## src/rtl/wb_pkg.sv

```systemverilog
// Shared types and default sizing for the register-file writeback queue.
package wb_pkg;

  localparam int WB_DEPTH  = 4;
  localparam int WB_REG_W  = 4;
  localparam int WB_DATA_W = 16;

  // One pending register-file write. The register id cannot be called 'reg'.
  typedef struct packed {
    logic [WB_REG_W-1:0]  regId;
    logic [WB_DATA_W-1:0] data;
  } wb_entry_t;

endpackage

```

## src/rtl/reg_writeback_queue_if.sv

```systemverilog
// Producer handshakes (mem load, ALU) and the register-file write port of the writeback queue.
interface reg_writeback_queue_if
  import wb_pkg::*;
#(
  parameter int REG_W  = WB_REG_W,
  parameter int DATA_W = WB_DATA_W
);

  logic              mem_valid;
  logic [REG_W-1:0]  mem_reg;
  logic [DATA_W-1:0] mem_data;
  logic              mem_ready;

  logic              alu_valid;
  logic [REG_W-1:0]  alu_reg;
  logic [DATA_W-1:0] alu_data;
  logic              alu_ready;

  logic [REG_W-1:0]  DstReg;
  logic [DATA_W-1:0] DstData;
  logic              WriteReg;

  modport master (
    output mem_valid, mem_reg, mem_data,
    input  mem_ready,
    output alu_valid, alu_reg, alu_data,
    input  alu_ready,
    input  DstReg, DstData, WriteReg
  );

  modport slave (
    input  mem_valid, mem_reg, mem_data,
    output mem_ready,
    input  alu_valid, alu_reg, alu_data,
    output alu_ready,
    output DstReg, DstData, WriteReg
  );

endinterface

```

## src/rtl/wb_fwd_match.sv

```systemverilog
// Youngest-first search of the queued writes for one forwarding lookup port.
module wb_fwd_match #(
  parameter int DEPTH  = 4,
  parameter int REG_W  = 4,
  parameter int DATA_W = 16
) (
  input  logic [REG_W-1:0]  srcReg,
  input  logic [REG_W-1:0]  entReg  [DEPTH],
  input  logic [DATA_W-1:0] entData [DEPTH],
  input  logic [DEPTH-1:0]  entVld,
  output logic              hit,
  output logic [DATA_W-1:0] data
);

  // Entries are ordered oldest (0) to youngest, so the last match wins.
  always_comb begin
    hit  = 1'b0;
    data = '0;
    for (int k = 0; k < DEPTH; k++) begin
      if (entVld[k] && (srcReg != '0) && (entReg[k] == srcReg)) begin
        hit  = 1'b1;
        data = entData[k];
      end
    end
  end

endmodule

```

## src/rtl/reg_writeback_queue.sv

```systemverilog
// In-order writeback queue feeding the register file's single write port.
// Define WB_FWD_EN to add two forwarding lookup ports over the queued writes.
module reg_writeback_queue
  import wb_pkg::*;
#(
  parameter int DEPTH  = WB_DEPTH,
  parameter int DATA_W = WB_DATA_W,
  parameter int REG_W  = WB_REG_W
) (
  input  logic                   clk,
  input  logic                   rst,
  reg_writeback_queue_if.slave   wb,
  output logic [$clog2(DEPTH):0] count
`ifdef WB_FWD_EN
  ,
  input  logic [REG_W-1:0]       SrcReg1,
  input  logic [REG_W-1:0]       SrcReg2,
  output logic                   fwd_hit1,
  output logic                   fwd_hit2,
  output logic [DATA_W-1:0]      fwd_data1,
  output logic [DATA_W-1:0]      fwd_data2
`endif
);

  localparam int PW = $clog2(DEPTH);
  localparam int CW = PW + 1;
  localparam logic [CW-1:0] DEPTH_C = CW'(DEPTH);

  logic [REG_W-1:0]  regArr  [DEPTH];
  logic [DATA_W-1:0] dataArr [DEPTH];
  logic [PW-1:0]     wrPtr;
  logic [PW-1:0]     rdPtr;
  logic [PW-1:0]     aluSlot;
  logic [CW-1:0]     free;
  logic              memReady;
  logic              aluReady;
  logic              memPush;
  logic              aluPush;
  logic              pop;

  // Credit comes only from the registered count; a same-cycle pop is not counted.
  assign free     = DEPTH_C - count;
  assign memReady = rst & (free >= CW'(1));
  assign aluReady = rst & ((free >= CW'(2)) | ((free == CW'(1)) & ~wb.mem_valid));

  assign wb.mem_ready = memReady;
  assign wb.alu_ready = aluReady;

  // Writes to R0 finish the handshake but are dropped here.
  assign memPush = wb.mem_valid & memReady & (wb.mem_reg != '0);
  assign aluPush = wb.alu_valid & aluReady & (wb.alu_reg != '0);
  assign pop     = (count != '0);

  // The load is the older instruction, so it takes the first free slot.
  assign aluSlot = wrPtr + PW'(memPush);

  always_ff @(posedge clk) begin
    if (!rst) begin
      wrPtr <= '0;
      rdPtr <= '0;
      count <= '0;
    end else begin
      wrPtr <= wrPtr + PW'(memPush) + PW'(aluPush);
      rdPtr <= rdPtr + PW'(pop);
      count <= count + CW'(memPush) + CW'(aluPush) - CW'(pop);
    end
  end

  always_ff @(posedge clk) begin
    if (memPush) begin
      regArr[wrPtr]  <= wb.mem_reg;
      dataArr[wrPtr] <= wb.mem_data;
    end
    if (aluPush) begin
      regArr[aluSlot]  <= wb.alu_reg;
      dataArr[aluSlot] <= wb.alu_data;
    end
  end

  // Write port decodes registered state only; empty queue drives zeros.
  assign wb.WriteReg = pop;
  assign wb.DstReg   = pop ? regArr[rdPtr]  : '0;
  assign wb.DstData  = pop ? dataArr[rdPtr] : '0;

`ifdef WB_FWD_EN
  logic [REG_W-1:0]  ageReg  [DEPTH];
  logic [DATA_W-1:0] ageData [DEPTH];
  logic [DEPTH-1:0]  ageVld;

  // Rotate storage so index 0 is the head and higher indices are younger.
  always_comb begin
    ageVld = '0;
    for (int k = 0; k < DEPTH; k++) begin
      ageReg[k]  = regArr[rdPtr + PW'(k)];
      ageData[k] = dataArr[rdPtr + PW'(k)];
      ageVld[k]  = (CW'(k) < count);
    end
  end

  wb_fwd_match #(.DEPTH(DEPTH), .REG_W(REG_W), .DATA_W(DATA_W)) uFwd1 (
    .srcReg  (SrcReg1),
    .entReg  (ageReg),
    .entData (ageData),
    .entVld  (ageVld),
    .hit     (fwd_hit1),
    .data    (fwd_data1)
  );

  wb_fwd_match #(.DEPTH(DEPTH), .REG_W(REG_W), .DATA_W(DATA_W)) uFwd2 (
    .srcReg  (SrcReg2),
    .entReg  (ageReg),
    .entData (ageData),
    .entVld  (ageVld),
    .hit     (fwd_hit2),
    .data    (fwd_data2)
  );
`endif

endmodule

```

## src/flat_wrapper.sv

```systemverilog
// flat-port wrapper written by rule: the top's interface ports become plain ports
module reg_writeback_queue_flat import wb_pkg::*;
#(
  parameter int DEPTH  = WB_DEPTH,
  parameter int DATA_W = WB_DATA_W,
  parameter int REG_W  = WB_REG_W
)
  (clk, rst, count, wb_mem_valid, wb_mem_reg, wb_mem_data, wb_mem_ready, wb_alu_valid, wb_alu_reg, wb_alu_data, wb_alu_ready, wb_DstReg, wb_DstData, wb_WriteReg);
  reg_writeback_queue_if #(.REG_W(REG_W), .DATA_W(DATA_W)) wb_i ();
  input  logic clk;
  input  logic rst;
  output logic [$clog2(DEPTH):0] count;
  input wire logic [$bits(wb_i.mem_valid)-1:0] wb_mem_valid;
  input wire logic [$bits(wb_i.mem_reg)-1:0] wb_mem_reg;
  input wire logic [$bits(wb_i.mem_data)-1:0] wb_mem_data;
  output wire logic [$bits(wb_i.mem_ready)-1:0] wb_mem_ready;
  input wire logic [$bits(wb_i.alu_valid)-1:0] wb_alu_valid;
  input wire logic [$bits(wb_i.alu_reg)-1:0] wb_alu_reg;
  input wire logic [$bits(wb_i.alu_data)-1:0] wb_alu_data;
  output wire logic [$bits(wb_i.alu_ready)-1:0] wb_alu_ready;
  output wire logic [$bits(wb_i.DstReg)-1:0] wb_DstReg;
  output wire logic [$bits(wb_i.DstData)-1:0] wb_DstData;
  output wire logic [$bits(wb_i.WriteReg)-1:0] wb_WriteReg;
  assign wb_i.mem_valid = wb_mem_valid;
  assign wb_i.mem_reg = wb_mem_reg;
  assign wb_i.mem_data = wb_mem_data;
  assign wb_mem_ready = wb_i.mem_ready;
  assign wb_i.alu_valid = wb_alu_valid;
  assign wb_i.alu_reg = wb_alu_reg;
  assign wb_i.alu_data = wb_alu_data;
  assign wb_alu_ready = wb_i.alu_ready;
  assign wb_DstReg = wb_i.DstReg;
  assign wb_DstData = wb_i.DstData;
  assign wb_WriteReg = wb_i.WriteReg;
  reg_writeback_queue #(.DEPTH(DEPTH), .DATA_W(DATA_W), .REG_W(REG_W)) u_core (.clk(clk), .rst(rst), .wb(wb_i), .count(count));
endmodule
```

## config.mk

```make
export PLATFORM = sky130hd
export DESIGN_NAME = reg_writeback_queue_flat
export DESIGN_NICKNAME = d
export VERILOG_FILES = /design/src/rtl/wb_pkg.sv /design/src/rtl/reg_writeback_queue_if.sv /design/src/rtl/wb_fwd_match.sv /design/src/rtl/reg_writeback_queue.sv /design/src/flat_wrapper.sv
export SDC_FILE = /design/constraint.sdc
export NUM_CORES = 1
export LEC_CHECK = 0
export ABC_AREA = 1
export ABC_CLOCK_PERIOD_IN_PS = 3800
export CORE_MARGIN = 4
export CORE_UTILIZATION = 55
export CTS_BUF_LIST = sky130_fd_sc_hd__clkbuf_8
export DETAILED_ROUTE_END_ITERATION = 6
export PLACE_DENSITY = 0.88
export SLEW_MARGIN = 15
export SYNTH_ARGS = -nofsm -noshare
export SYNTH_HDL_FRONTEND = slang
export SYNTH_SLANG_ARGS = --single-unit
```

## constraint.sdc

```tcl
create_clock -name clk -period 3.8 [get_ports clk]
set_input_delay 0.38 -clock clk [delete_from_list [all_inputs] [get_ports clk]]
set_output_delay 0.38 -clock clk [all_outputs]
set_load 0.005 [all_outputs]
```

-- Yosys cells after proc, flatten, opt, wreduce, memory -nomap -nowiden
Memory sizes are Yosys's and may differ from the RTL's. A register that Yosys moved wholly into a read port is not among the register bits.
Cells that the tools add are included.
- equal/unequal tests: 1
- mux-type cells: 8
- reduce and logical (&&, ||, !) cells: 3
- bitwise operators: 9
- $add $sub $neg: 7
- magnitude comparators: 2
- operator list (cell ; count):
    two-way mux 16 bit ; 1
    nonzero test 4 bit ; 2
    bitwise AND 1 bit ; 7
    adder 2 x 1 -> 2 bit ; 3
    adder 3 x 1 -> 3 bit ; 2
    two-way mux 1 bit ; 4
    two-way mux 2 bit ; 2
    two-way mux 4 bit ; 1
    equality test 3 x 1 -> 1 bit, second input constant ; 1
    greater-or-equal comparator 3 x 1 -> 1 bit, second input constant ; 1
    greater-or-equal comparator 3 x 2 -> 1 bit, second input constant ; 1
    nonzero test 3 bit ; 1
    subtractor 3 x 1 -> 3 bit ; 1
    subtractor 3 bit, first input constant ; 1
    inverter 1 bit ; 1
    bitwise OR 1 bit ; 1
- bits of input ports: 44
- memories: 2
- bits in writable memories: 80
- word-level logic and storage cells: 35
- register bits after elaboration: 7
- memories (name ; words ; width ; rd ports ; clocked after Yosys merged registers in ; wr ports ; RTL line ; text):
    u_core.dataArr ; 4 ; 16 ; 1 ; 1 ; 2 ; reg_writeback_queue.sv:30 ; logic [DATA_W-1:0] dataArr [DEPTH];
    u_core.regArr ; 4 ; 4 ; 1 ; 1 ; 2 ; reg_writeback_queue.sv:29 ; logic [REG_W-1:0] regArr [DEPTH];

-- Logic depth before layout (Yosys ltp)
Gate-level depths: netlist of the first run.
- depth after elaboration: 9
- depth in mapped cells: 15
- gate-level depth less buffers: 14

-- Least setup slack after synthesis of the first run
No wires, ideal clock.
- kind: register to register
- start point: register u_core.count[1]
- end point: memory u_core.dataArr[2][0] (enable)
- cell stages (with the launch flop): 15
- period minus slack after synthesis: 3.313 ns
- slack: 0.487 ns
- arrival time: 2.888 ns
- required time: 3.375 ns
- setup time: 0.425 ns
- cell sequence: dfxtp_1 > inv_1 > ha_1 > ha_1 > a31oi_1 > nand2_1 > inv_1 > ha_1 > inv_1 > nand2_1 > nand2_1 > nor2_1 > nand3_1 > buf_2 > o21ai_0
- RTL lines (item ; RTL line ; text):
    start, declared ; reg_writeback_queue.sv:13 ; output logic [$clog2(DEPTH):0] count
    start signal, assigned ; reg_writeback_queue.sv:65 ; count <= count + CW'(memPush) + CW'(aluPush) - CW'(pop);
    end, declared ; reg_writeback_queue.sv:30 ;

-- Final worst setup path of the first run
- start point: register u_core.count[1]
- end point: output wb_alu_ready
- cells in the longest elaborated chain, start to end: 5
- RTL lines (item ; RTL line ; text):
    subtractor 3 bit (*) ; reg_writeback_queue.sv:42 ; assign free = DEPTH_C - count;
    parallel branches: the longest is 2 deep, another holds greater-or-equal comparator 3 x 2 -> 1 bit ; -- ;
    bitwise OR 1 bit (*) ; reg_writeback_queue.sv:44 ; assign aluReady = rst & ((free >= CW'(2)) | ((free == CW'(1)) & ~wb.mem_valid));
    bitwise AND 1 bit (*) ; reg_writeback_queue.sv:44 ;
    end, declared ; flat_wrapper.sv:20 ; output wire logic [$bits(wb_i.alu_ready)-1:0] wb_alu_ready;
Every way passes the cells marked *.

==> results of run 1 <==
==> worst paths after layout <==
kind	to	slack (ns)	cells past startpoint
max	wb_alu_ready	0.33	9
min	u_core.count[2]	0.61	3
max reg2reg	u_core.dataArr[3][5]	0.53	13
min reg2reg	u_core.count[2]	0.61	3
==> sequential cells by signal, summed over array words and instances, names as in the netlist <==
signal,count
u_core.count,3
u_core.rdPtr,2
u_core.regArr,16
u_core.wrPtr,2
u_core.dataArr,64
==> stage by stage <==
stage	total power, W	hold WS (ns)	utilization	setup slack [ns]
finish	0.004090	0.6124	0.6687	0.3281
global route	0.004348	0.6474	0.6687	0.1804
CTS	0.004047	0.6165	0.6670	0.3718
detailed placement	0.003516	0.6059	0.6492	0.5567
global placement	0.003418	0.5976	0.6492	0.7952
floorplan	0.002648	0.4735	-	0.4870
==> cells in the mapped netlist (2+ instances only) <==
| library cell | number | share of area |
|---|---|---|
| a21oi_1 | 22 | 0.022 |
| nand4_1 | 80 | 0.10 |
| edfxtp_1 | 80 | 0.49 |
| buf_4 | 3 | 0.0046 |
| o21ai_1 | 2 | 0.0020 |
| o21ai_0 | 42 | 0.043 |
| xor2_1 | 2 | 0.0035 |
| nand2_1 | 177 | 0.13 |
| ha_1 | 8 | 0.020 |
| buf_2 | 34 | 0.034 |
| nor2_1 | 94 | 0.071 |
| inv_1 | 20 | 0.015 |
| clkbuf_1 | 10 | 0.0076 |
| nand3_1 | 4 | 0.0041 |
| dfxtp_1 | 7 | 0.028 |
| fa_1 | 2 | 0.0081 |
| buf_1 | 2 | 0.0015 |
==> logic make-up after synthesis <==
| group | share of synthesized area |
|---|---|
| AO/OA/AOI/OAI | 0.07043 |
| XOR/XNOR | 0.005321 |
| adder cells (fa/ha/maj) | 0.02838 |
| buffers and inverters | 0.06410 |
| flip-flops | 0.5148 |
| AND/OR/NAND/NOR | 0.3170 |
==> area by class of cell <==
type	count	area, um2
flip-flops and latches	87	2542
clock inverters	7	31.28
repair buffers	84	803.3
clock buffers	9	123.9
inverters	21	78.83
fillers	686	2889
well taps	108	135.1
multi-input cells	439	2117
==> layer usage <==
metal / part of all wire / track usage / vias to the layer above
li1: - / - / 2140
met1: 0.35 / 0.3040 / 2067
met2: 0.50 / 0.4494 / 334
met3: 0.11 / 0.06698 / 60
met4: 0.034 / 0.1335 / 0
met5: 0 / 0 / -
==> power by group <==
part / internal [W] / switching, W
clock network: 0.000225 / 0.000317
logic: 0.000813 / 0.00135
registers: 0.00132 / 0.0000695
total: 0.00236 / 0.00173
==> worst register-to-register path, delay by kind of cell, from the launching register on <==
| kind | cells | cell delay, ns |
|---|---|---|
| flops | 1 | 0.42 |
| simple gates | 5 | 0.70 |
| compound gates | 2 | 0.73 |
| fa+ha+maj | 3 | 0.69 |
| buf+inv | 3 | 0.31 |
==> qor.yml, run 1 <==
outcome: "completed"
synthToLayoutAreaGrowth_pct: 18.09
coreArea_um2: 8721
fp.dieH_um: 102.8
yosysWarnings: 0
synth-edff-count: 80
reg2reg_from: "u_core.count[1]"
routed_wirelength_mm: 13.59
hold_path_startpoint: "u_core.count[2]"
placedCellCount: 739
hpwl_mm: 8.657
final_common_cell: "nand2_1"
syn-instance-count: 596
antenna_left: 0
period_needed_ns: 3.472
start_util: 0.5663
stdcell_area_um2: 5832
grt-ovfl-total: 0
syn_nets: 650
setup-violations-final: 0
num_vias: 4601
arrival_ns: 3.09
slowest_stage: "clkdlybuf4s50_1"
die_area_um2: 10560
insertion_delay_ns: 0.36
worstSetupPathType: "flip-flop to primary output"
hold_viol: 0
htree_levels: 3
grt_antenna_before_repair: 0
cts_setup_buffers: 0
power_density_nw_per_um2: 701.3
critPathTopFamily: "buffers and inverters"
tightest_slew_ns: 1.168
period_share: 0.9137
grt_max_degree: 53
groute.usage.overall: 0.2620
synth_seq_area_share: 0.5148
path_cells: "inv_1 > ha_1 > ha_1 > nand2_1 > nor2_1 > nor2_1 > nor2_4 > buf_4 > clkdlybuf4s50_1"
final_cell_mix: "177 x nand2_1, 94 x nor2_1, 80 x nand4_1, 80 x edfxtp_1, 69 x clkdlybuf4s50_1"
ir_drop_mv: 0.5383
worstSetupStartpointType: "flip-flop"
worstPathRequired_ns: 3.42
first_iter_violations: 498
clockBufferDepth: 2
tns_ns: 0
path_buf_inv: 3
path_max_fanout: 37
drt-wirelength-per-cell_um: 18.00
cap_violations: 0
grt_pass1_vias: 4448
insertedDiodeCount: 0
cts_resized: 0
maxSlewHeadroom: 0.2212
hold_path.class: "flip-flop to flip-flop"
synth_area_per_cell_um2: 8.286
async_flop_share: 0
rows: 34
drc: 0
grt_pass1_wl_mm: 21.18
pin_count: 70
synth-main-ff-cell: "edfxtp_1"
final_layout_size_suffix_gt1_frac: 0.05410
cts-buffers-inserted: 9
clockRootBuffer: "clkbuf_8"
rsz0062_at_grt: "no"
fin_skew_ns: 0.009267
stdcell_count: 755
die_w_um: 102.8
tritoncts: "yes"
cts.clk_slew.worst_paths_ns: 0.08
clock_sink_count: 87
port_buffers: 69
clock.fmax_mhz: 288.0
via_per_inst: 6.094
startpoint: "u_core.count[1]"
fin_nets: 696
post_synth_instance_area_um2: 4938
cts_hold_buf: 0
gp_congestion: 0.9098
netlist-cell-type-count: 24
firstDrtPassIters: 5
ys_ff_latch: 87
placed_area_um2: 5662
end_kind: "primary output"
slowest_delay_ns: 0.57
p_leak_nw: 2.389
drv_slew: 0
Power figures use the tool's default switching activity.
==> run 2: changes to the inputs <==
Settings changed: GPL_ROUTABILITY_DRIVEN set to 0.
==> run 2 against run 1 <==
  * Setup slack improved by 0.17 ns
  * Critical endpoint is now u_core.dataArr[1][11]
  * Critical path type is now flip-flop to flip-flop
  * Cell count grew 0.26%
  * Flip-flop and latch count did not move
==> qor.yml, run 2 (same netlist as run 1, synthesis figures left out) <==
fp.dieH_um: 102.8
p_leak_nw: 2.428
cap_violations: 0
top_register: "u_core.dataArr"
die_area_um2: 10560
clockRootBuffer: "clkbuf_8"
cts_setup_buffers: 0
cts_hold_buf: 0
drc: 0
groute.usage.overall: 0.2654
period_needed_ns: 3.301
grt_pass1_vias: 4608
arrival_ns: 3.37
reg_top3: "u_core.dataArr (64), u_core.regArr (16), u_core.count (3)"
clock.fmax_mhz: 303.0
end_kind: "flip-flop"
slowest_stage: "dfxtp_1"
min_to: "u_core.wrPtr[0]"
cts.clk_slew.worst_paths_ns: 0.08
hold_depth: 3
insertedDiodeCount: 0
maxSlewHeadroom: 0.2175
insertion_delay_ns: 0.35
worstSetupStartpointType: "flip-flop"
worstSetupPathType: "flip-flop to flip-flop"
drt-wirelength-per-cell_um: 18.03
tritoncts: "yes"
r2r_cells: 14
period_share: 0.8686
port_buffers: 69
grt_max_degree: 57
rows: 34
routed_wirelength_mm: 13.65
r2r_slack_ns: 0.50
final_common_cell: "nand2_1"
final_layout_size_suffix_gt1_frac: 0.06009
die_w_um: 102.8
antenna_left: 0
power_density_nw_per_um2: 720.1
slowest_delay_ns: 0.42
start_util: 0.5663
hpwl_mm: 8.398
rsz0062_at_grt: "no"
hold_slack_ns: 0.6351
drv_slew: 0
r2r_end: "u_core.dataArr[1][11]"
coreArea_um2: 8721
fin_nets: 698
fillCellCount: 673
num_vias: 4653
clockBufferDepth: 2
path_max_fanout: 15
worstPathRequired_ns: 3.87
cts-buffers-inserted: 9
clock_sink_count: 87
first_iter_violations: 620
final_cell_mix: "177 x nand2_1, 94 x nor2_1, 80 x nand4_1, 80 x edfxtp_1, 69 x clkdlybuf4s50_1"
setup-violations-final: 0
ir_drop_mv: 0.6282
path_cells: "inv_1 > ha_1 > ha_1 > a31oi_1 > nand2_1 > inv_1 > ha_1 > inv_1 > nand2_1 > nand2_1 > nor2_1 > nand3_1 > o21ai_2 > buf_4"
reg2reg_from: "u_core.count[1]"
outcome: "completed"
grt_pass1_wl_mm: 21.51
largest_reg_flops: 64
final_core_util: 0.6770
hold_path_startpoint: "rst"
tns_ns: 0
synthToLayoutAreaGrowth_pct: 19.56
via_per_inst: 6.147
htree_levels: 3
grt-ovfl-total: 0
fin_skew_ns: 0.007265
firstDrtPassIters: 7
hold_viol: 0
grt_antenna_before_repair: 0
tightest_slew_ns: 1.172
pin_count: 70
hold_path.class: "input pin to flip-flop"
cts_resized: 0
run 2: changes by cell type in the layout (fill, tap and decap cells not counted), sizes merged:
cell      previous run  this run
buf                 15        17
clkinv               5         4
bufinv               0         2
clkinvlp             1         0
run 2: area by class of cell:
| class | instances | area (um2) | area share |
|---|---|---|---|
| flip-flops and latches | 87 | 2542 | 0.4306 |
| multi-input cells | 439 | 2117 | 0.3586 |
| repair buffers | 86 | 818.3 | 0.1386 |
| well taps | 108 | 135.1 | 0.02289 |
| clock buffers | 9 | 123.9 | 0.02098 |
| clock inverters | 7 | 88.84 | 0.01505 |
| inverters | 21 | 78.83 | 0.01335 |
run 2: worst max-delay path by stage:
stage	to	start	slack, ns
3_5_place_dp	u_core.dataArr[1][12]	rst	0.57
5_1_grt	u_core.dataArr[1][10]	u_core.count[1]	0.22
3_3_place_gp	u_core.dataArr[1][12]	rst	0.74
6_report	u_core.dataArr[1][11]	u_core.count[1]	0.50
2_1_floorplan	u_core.dataArr[2][0]	u_core.count[1]	0.49
4_1_cts	u_core.dataArr[3][9]	u_core.count[1]	0.53
run 2: worst max-delay path: cells and delay by family (launching register included):
kind | cells | cell delay (ns)
compound gates | 2 | 0.62
buf+inv | 4 | 0.62
flops | 1 | 0.42
simple gates | 5 | 0.66
fa+ha+maj | 3 | 0.70
run 2: routing by layer:
layer  share of wire  global-route usage
met2            0.50              0.4523
met1            0.35              0.3095
met4           0.037              0.1524
met3            0.11             0.05751
met5               0                   0
run 2: power breakdown:
| group | internal (W) | total, W | leakage (nW) | switching (W) |
|---|---|---|---|---|
| logic | 0.000823 | 0.00217 | 1.53 | 0.00135 |
| clock network | 0.000366 | 0.000694 | 0.110 | 0.000328 |
| registers | 0.00132 | 0.00139 | 0.789 | 0.0000695 |
run 2: metrics by stage:
step	cells	setup WS [ns]	total power [W]	instance area (um2)
floorplan	596	0.4870	0.002648	4938
global placement	741	0.7406	0.003431	5677
detailed placement	741	0.5706	0.003521	5677
CTS	757	0.5311	0.004214	5889
global route	757	0.2188	0.004518	5904
finish	757	0.4992	0.004252	5904
==> run 3: changes to the inputs <==
--- a/constraint.sdc
+++ b/constraint.sdc
@@ -3,2 +3,2 @@
 set_output_delay 0.38 -clock clk [all_outputs]
-set_load 0.005 [all_outputs]
+set_load 0.05 [all_outputs]
==> run 3 against run 2 <==
  * Critical path depth is 2 lower
  * Register-to-register slack worse by 0.04 ns
  * Maximum frequency is 1.1% lower
  * Critical endpoint is now u_core.dataArr[1][5]
  * Cell count stayed put
  * Flip-flop and latch count stayed put
  * Routed wire length is 1.3% lower
  * Non-clock buffer count stayed put
  * Via count is 0.47% lower
  * Combinational power is 32% higher
  * First-iteration DRC count is 20% lower
  * Sequential power hardly changed
  * Clock skew is 0.0016 ns higher
==> qor.yml, run 3 (same netlist as run 1, synthesis figures left out) <==
outcome: "completed"
cts-buffers-inserted: 9
placed_area_um2: 5680
cts_setup_buffers: 0
first_iter_violations: 496
rsz0062_at_grt: "no"
fp.dieH_um: 102.8
cap_violations: 0
via_per_inst: 6.118
synthToLayoutAreaGrowth_pct: 19.74
largest_reg_flops: 64
grt-ovfl-total: 0
grtUsageMet1: 0.3341
arrival_ns: 3.42
stdcell_area_um2: 5913
tightest_slew_ns: 1.145
drc: 0
insertedDiodeCount: 0
num_vias: 4631
worstPathRequired_ns: 3.88
coreArea_um2: 8721
grt_util_met3: 0.04195
final_common_cell: "nand2_1"
rows: 34
r2r_slack_ns: 0.46
power_density_nw_per_um2: 841.4
final_cell_mix: "177 x nand2_1, 94 x nor2_1, 80 x nand4_1, 80 x edfxtp_1, 68 x clkdlybuf4s50_1"
hold_depth: 3
die_w_um: 102.8
clockRootBuffer: "clkbuf_8"
r2r_cells: 12
p_leak_nw: 2.426
hpwl_mm: 8.614
fin_nets: 698
die_area_um2: 10560
cts.clk_slew.worst_paths_ns: 0.09
r2r_end: "u_core.dataArr[1][5]"
tritoncts: "yes"
path_max_fanout: 14
period_share: 0.8784
end_kind: "flip-flop"
insertion_delay_ns: 0.37
reg2reg_from: "u_core.count[1]"
maxSlewHeadroom: 0.2367
busiest_layer: "met2"
period_needed_ns: 3.338
firstDrtPassIters: 5
routed_wirelength_mm: 13.47
grt_antenna_before_repair: 0
use_met2: 0.4662
drv_slew: 0
cts_resized: 0
drt-wirelength-per-cell_um: 17.80
antenna_left: 0
ir_drop_mv: 0.6371
setup-violations-final: 0
htree_levels: 3
top_register: "u_core.dataArr"
hold_path_startpoint: "u_core.count[2]"
groute.usage.overall: 0.2702
reg_top3: "u_core.dataArr (64), u_core.regArr (16), u_core.count (3)"
hold_path.class: "flip-flop to flip-flop"
grt_pass1_wl_mm: 21.75
hold_viol: 0
final_layout_size_suffix_gt1_frac: 0.06780
worstSetupPathType: "flip-flop to flip-flop"
min_to: "u_core.count[2]"
port_buffers: 69
cts_hold_buf: 0
worstSetupStartpointType: "flip-flop"
grt_max_degree: 57
pin_count: 70
tns_ns: 0
clockBufferDepth: 2
clock_sink_count: 87
fin_skew_ns: 0.008860
grt_pass1_vias: 4473
start_util: 0.5663
clock.fmax_mhz: 299.6
run 3: final cells by class:
| type | count | area, um2 |
|---|---|---|
| fill | 629 | 2808 |
| sequential | 87 | 2542 |
| clock inverter | 7 | 101.3 |
| multi-input combinational | 439 | 2116 |
| tap | 108 | 135.1 |
| clock buffer | 9 | 123.9 |
| inverter | 21 | 78.83 |
| timing repair buffer | 86 | 815.8 |
run 3: through the flow:
| step | total power (W) | cells | util | hold WS, ns | worst slack, ns |
|---|---|---|---|---|---|
| floorplan | 0.003341 | 596 | - | 0.4735 | -0.3360 |
| global placement | 0.004134 | 741 | 0.6514 | 0.5952 | 0.7420 |
| detailed placement | 0.004221 | 741 | 0.6514 | 0.6073 | 0.5436 |
| CTS | 0.004941 | 757 | 0.6772 | 0.6267 | 0.5099 |
| global route | 0.005245 | 757 | 0.6780 | 0.6644 | 0.2580 |
| finish | 0.004976 | 757 | 0.6780 | 0.6311 | 0.4620 |
run 3: how the worst max path moves through the flow:
stage / from / endpoint / slack (ns) / depth (start not counted)
floorplan: u_core.count[0] / u_core.dataArr[3][0] / -0.34 / 14
global placement: rst / u_core.dataArr[0][8] / 0.74 / 13
detailed placement: u_core.count[1] / u_core.dataArr[1][8] / 0.54 / 12
CTS: u_core.count[1] / u_core.dataArr[1][8] / 0.51 / 14
global route: u_core.count[1] / u_core.dataArr[0][8] / 0.26 / 14
finish: u_core.count[1] / u_core.dataArr[1][5] / 0.46 / 12
run 3: power breakdown:
group	switching (W)	internal (W)	total, W
Clock	0.000354	0.000377	0.000731
Combinational	0.00204	0.000825	0.00286
Sequential	0.0000674	0.00132	0.00138
run 3: metal layers:
layer	share of wire	routed length, um	vias to the layer above
met2	0.49	6648	303
met4	0.039	527	0
met3	0.11	1499	62
li1	-	-	2153
met5	0	0	-
met1	0.36	4795	2113
run 3: critical path: stages (launching register included):
cell,delay (ns)
dfxtp_1,0.44
inv_1,0.12
ha_1,0.21
ha_1,0.34
a31oi_2,0.11
nand2_1,0.28
inv_1,0.09
ha_1,0.36
inv_1,0.09
nor2_1,0.17
nand3_1,0.14
o21ai_2,0.39
buf_4,0.30
